### config.mk
export PLATFORM = sky130hd
export DESIGN_NAME = alu_share_arbiter
export DESIGN_NICKNAME = d
export VERILOG_FILES = /design/src/rtl/alu_share_arbiter.sv
export SDC_FILE = /design/constraint.sdc
export NUM_CORES = 1
export LEC_CHECK = 0
export CORE_AREA = 8 8 119 121
export CTS_CLUSTER_SIZE = 10
export DETAILED_ROUTE_END_ITERATION = 12
export DIE_AREA = 0 0 127 129
export DONT_BUFFER_PORTS = 1
export GPL_TIMING_DRIVEN = 0
export PLACE_DENSITY = 0.31
export SYNTH_ARGS = -nofsm -noshare
export SYNTH_HDL_FRONTEND = slang
export SYNTH_SLANG_ARGS = --single-unit
export TNS_END_PERCENT = 100
### constraint.sdc
create_clock -name clk -period 3.4 [get_ports clk]
set_input_delay 0.34 -clock clk [delete_from_list [all_inputs] [get_ports clk]]
set_output_delay 0.34 -clock clk [all_outputs]
set_load 0.005 [all_outputs]
### src/rtl/alu_share_arbiter.sv
// alu_share_arbiter: shares one external combinational ALU between two requesters
// (0: pipeline EX, 1: aux/address unit). Round-robin grant, one op in flight, result and
// equal flag registered and held on a per-requester response channel until consumed.
//
// Ports:
//   clk, reset               clock and synchronous active-high reset
//   req_valid/req_ready      per-requester request handshake (bit k = requester k)
//   req_a/req_b              {r1,r0} operands, WIDTH bits each
//   req_shamt/req_op         {r1,r0} 5-bit shift amount / 3-bit ALU op
//   alu_a/b/shamt/op         operand bus to the external ALU (zero when nothing granted)
//   alu_result/alu_equal     combinational ALU outputs
//   resp_valid/resp_ready    one-hot response handshake for the owning requester
//   resp_result/resp_equal   registered ALU outputs
//   grant_cnt0/grant_cnt1    saturating grant counters
//
// Optional feature: define ALU_ARB_STATS_EN to build the grant counters; otherwise the
// counter outputs are tied to zero.
module alu_share_arbiter #(
  parameter int unsigned WIDTH = 32,
  parameter int unsigned CNT_W = 16
) (
  input  logic               clk,
  input  logic               reset,
  input  logic [1:0]         req_valid,
  output logic [1:0]         req_ready,
  input  logic [2*WIDTH-1:0] req_a,
  input  logic [2*WIDTH-1:0] req_b,
  input  logic [9:0]         req_shamt,
  input  logic [5:0]         req_op,
  output logic [WIDTH-1:0]   alu_a,
  output logic [WIDTH-1:0]   alu_b,
  output logic [4:0]         alu_shamt,
  output logic [2:0]         alu_op,
  input  logic [WIDTH-1:0]   alu_result,
  input  logic               alu_equal,
  output logic [1:0]         resp_valid,
  input  logic [1:0]         resp_ready,
  output logic [WIDTH-1:0]   resp_result,
  output logic               resp_equal,
  output logic [CNT_W-1:0]   grant_cnt0,
  output logic [CNT_W-1:0]   grant_cnt1
);

  localparam logic [0:0] StIdle = 1'b0;
  localparam logic [0:0] StResp = 1'b1;

  logic [0:0]       state_q, state_d;
  logic [1:0]       resp_valid_q, resp_valid_d;
  logic [WIDTH-1:0] resp_result_q, resp_result_d;
  logic             resp_equal_q, resp_equal_d;
  logic             last_grant_q, last_grant_d;

  logic gnt_idx;
  logic grant;
  logic resp_done;

  // Grant selection and ALU operand bus.
  always_comb begin
    gnt_idx = req_valid[1];
    if (req_valid == 2'b11) begin
      gnt_idx = ~last_grant_q;
    end
    // req_ready only ever asserts for a valid requester, so grant is the handshake.
    grant     = (state_q == StIdle) && (|req_valid);
    req_ready = 2'b00;
    alu_a     = '0;
    alu_b     = '0;
    alu_shamt = '0;
    alu_op    = '0;
    if (grant) begin
      req_ready = gnt_idx ? 2'b10 : 2'b01;
      if (gnt_idx) begin
        alu_a     = req_a[2*WIDTH-1:WIDTH];
        alu_b     = req_b[2*WIDTH-1:WIDTH];
        alu_shamt = req_shamt[9:5];
        alu_op    = req_op[5:3];
      end else begin
        alu_a     = req_a[WIDTH-1:0];
        alu_b     = req_b[WIDTH-1:0];
        alu_shamt = req_shamt[4:0];
        alu_op    = req_op[2:0];
      end
    end
  end

  // Only the owner's resp_ready can retire the response.
  assign resp_done = (state_q == StResp) && (|(resp_valid_q & resp_ready));

  always_comb begin
    state_d       = state_q;
    resp_valid_d  = resp_valid_q;
    resp_result_d = resp_result_q;
    resp_equal_d  = resp_equal_q;
    last_grant_d  = last_grant_q;
    if (grant) begin
      state_d       = StResp;
      resp_valid_d  = gnt_idx ? 2'b10 : 2'b01;
      resp_result_d = alu_result;
      resp_equal_d  = alu_equal;
      last_grant_d  = gnt_idx;
    end else if (resp_done) begin
      state_d      = StIdle;
      resp_valid_d = 2'b00;
    end
  end

  always_ff @(posedge clk) begin
    if (reset) begin
      state_q       <= StIdle;
      resp_valid_q  <= 2'b00;
      resp_result_q <= '0;
      resp_equal_q  <= 1'b0;
      last_grant_q  <= 1'b1;
    end else begin
      state_q       <= state_d;
      resp_valid_q  <= resp_valid_d;
      resp_result_q <= resp_result_d;
      resp_equal_q  <= resp_equal_d;
      last_grant_q  <= last_grant_d;
    end
  end

  assign resp_valid  = resp_valid_q;
  assign resp_result = resp_result_q;
  assign resp_equal  = resp_equal_q;

`ifdef ALU_ARB_STATS_EN
  logic [CNT_W-1:0] cnt0_q, cnt0_d;
  logic [CNT_W-1:0] cnt1_q, cnt1_d;

  // Saturating at all-ones so the counters never wrap.
  always_comb begin
    cnt0_d = cnt0_q;
    cnt1_d = cnt1_q;
    if (grant && !gnt_idx && (cnt0_q != '1)) begin
      cnt0_d = cnt0_q + CNT_W'(1);
    end
    if (grant && gnt_idx && (cnt1_q != '1)) begin
      cnt1_d = cnt1_q + CNT_W'(1);
    end
  end

  always_ff @(posedge clk) begin
    if (reset) begin
      cnt0_q <= '0;
      cnt1_q <= '0;
    end else begin
      cnt0_q <= cnt0_d;
      cnt1_q <= cnt1_d;
    end
  end

  assign grant_cnt0 = cnt0_q;
  assign grant_cnt1 = cnt1_q;
`else
  assign grant_cnt0 = '0;
  assign grant_cnt1 = '0;
`endif

endmodule

==> results.json <==
{
  "outcome": "completed",
  "die_area_mm2": 0.01638,
  "cts_hold_buf": 0,
  "total_power_mw": 1.302,
  "clock_tree.buffer_depth": 2,
  "synth_compound_gate_area_share": 0.2326,
  "cts.repair.resized": 0,
  "fin_crit_ns": 1.938,
  "final.setup.tns_ns": 0,
  "drive_gt1_frac": 0.1501,
  "synth_simple_gate_area_frac": 0.3127,
  "synthCells": 436,
  "rr_worst_depth": 5,
  "finalWorstSetupSlack_ns": 1.462,
  "path_cells": "a21boi_2, buf_4, buf_2, nand2_1, a21oi_1",
  "worst_hold_path_type": "in2reg",
  "nets": 657,
  "io_buffers": 0,
  "clock-sinks": 37,
  "period_share": 0.5701,
  "grt_pass1_vias": 2878,
  "slowest_delay_ns": 0.33,
  "cp_max_fo": 10,
  "min_path_cells": 2,
  "ys_seq_area_frac": 0.2822,
  "hold_viol": 0,
  "start_kind": "register",
  "synthXorXnorAreaFrac": 0,
  "slew_violations": 0,
  "gr-usage-all-layers": 0.1499,
  "post_cts_buffers": 0,
  "cts-buffers-inserted": 5,
  "mappedNetlistArea_mm2": 0.002625,
  "synth.area.mux_share": 0,
  "rsz0062_at_grt": "no",
  "synth_cell_type_count": 19,
  "place.gp.congestion": 0.9068,
  "path_clk_slew_ns": 0.06,
  "start_util": 0.2132,
  "cap_violations": 0,
  "required_ns": 3.06,
  "dieHeight_um": 129,
  "yosys_warnings": 0,
  "drtIter0Drc": 105,
  "cp_slowest_cell": "dfxtp_1",
  "worst_hold_slack_ns": 0.1943,
  "dp_slack_ns": 1.698,
  "setup_viol": 0,
  "clk_latency_ns": 0.27,
  "antenna_found_initial": 1,
  "wl_per_cell_um": 22.00,
  "grt_max_degree": 11,
  "postSynthRegisterBits": 37,
  "core_area_mm2": 0.01231,
  "vias": 2924,
  "rows": 41,
  "cts_tree": "built",
  "power.density_mw_per_mm2": 425.2,
  "fmax_mhz": 515.9,
  "grt_overflow": 0,
  "power_leakage_nw": 1.398,
  "dpl.hpwl_mm": 11.74,
  "io_pins": 324,
  "area_growth_pct": 16.64,
  "crit_arrival_ns": 1.60,
  "grt_pass1_wl_mm": 18.73,
  "clockRootBuffer": "clkbuf_16",
  "die_w_um": 127,
  "fin_worst_skew_ns": 0.002875,
  "via_per_inst": 4.686,
  "antenna_left": 0,
  "wl_mm": 13.73,
  "path_class": "reg2out",
  "endpoint_kind": "primary output",
  "drc": 0,
  "yosys.area_share.adder": 0,
  "htree_levels": 2,
  "irDropWorstVdd_v": 0.0002551,
  "synth_top_family_by_area": "simple AND/OR/NAND/NOR gates",
  "first_pass_iters": 4,
  "postLayoutCoreUtil": 0.2487,
  "avgSynthCellArea_um2": 6.021
}
-- metal layers --
layer | routed length [um] | part of all wire | track usage | up-vias
met1 | 4508 | 0.33 | 0.1381 | 1323
li1 | - | - | - | 1415
met2 | 7425 | 0.54 | 0.2882 | 171
met4 | 263 | 0.019 | 0.04969 | 0
met3 | 1532 | 0.11 | 0.06620 | 15
met5 | 0 | 0 | 0 | -
-- metrics by stage --
stage / cells / area, um2
detailed placement: 617 / 2929
global placement: 617 / 2929
global route: 624 / 3062
finish: 624 / 3062
CTS: 623 / 3059
floorplan: 467 / 2741
-- registers in the layout, indices dropped and copies added (netlist names) --
name	cells
resp_valid	2
last_grant_q	1
resp_equal	1
resp_result	32
state_q	1
-- synth_stat cells (all sizes together) --
| library cell | number | area (um2) |
|---|---|---|
| nand2 | 210 | 788.3 |
| a21oi | 106 | 530.5 |
| buf | 62 | 426.7 |
| dfxtp | 37 | 740.7 |
| clkbuf | 6 | 22.52 |
| nor2 | 3 | 11.26 |
| nand3b | 2 | 15.01 |
| o32ai | 2 | 25.03 |
| a211o | 1 | 8.760 |
| a21bo | 1 | 10.01 |
| a21boi | 1 | 11.26 |
| a22oi | 1 | 7.510 |
| conb | 1 | 3.750 |
| nor2b | 1 | 6.260 |
| o21ba | 1 | 10.01 |
| o21bai | 1 | 7.510 |
-- worst paths after layout --
check | slack [ns] | from | to
min reg2reg | 0.48 | resp_result[23] | resp_result[23]
min | 0.19 | alu_result[19] | resp_result[19]
max | 1.46 | last_grant_q | alu_a[29]
max reg2reg | 2.10 | state_q | resp_result[10]
-- kinds of logic (layout without fill, tap and decap cells) --
family                 after synthesis  after routing
other                                1             33
DFF                                 37             37
AOI/OAI and AO/OA                  114            114
buffers and inverters               68             74
and+or+nand+nor                    216            216
-- worst max-delay path: cells and delay by family, from the launching register on --
family                 cells  cell delay, ns
flip-flops                 1            0.33
buffers and inverters      2            0.47
AO/OA/AOI/OAI              2            0.45
AND/OR/NAND/NOR            1            0.07
-- layout by cell type, fill, tap and decap left out --
master	netlist	routed
a21bo_2	1	1
nor2b_1	1	1
diode_2	0	1
buf_4	44	44
a22oi_1	1	1
dfxtp_1	37	37
o32ai_1	1	1
clkbuf_16	0	5
a21boi_2	1	1
clkbuf_1	6	6
nor2_1	3	3
o21bai_1	1	1
o32ai_2	1	1
buf_2	17	17
clkinv_2	0	1
a211o_1	1	1
nand3b_1	2	2
nand2_1	210	210
a21oi_1	106	106
o21ba_1	1	1
buf_6	1	1
conb_1	1	32
-- report_power, final --
part	leakage, nW	switching [mW]	internal, mW
clock	0.0655	0.165	0.262
combinational	1.03	0.241	0.133
sequential	0.305	0.0329	0.469
total	1.40	0.439	0.863
-- area by class of cell --
class	instances	area, um2
fillers	1444	9250
multi-input cells	362	1551
flip-flops and latches	37	740.7
plain buffers	68	449.2
well taps	150	187.7
clock buffers	5	125.1
clock inverters	1	5.005
diodes	1	2.502
No activity file was read; power rests on OpenSTA's default activity.
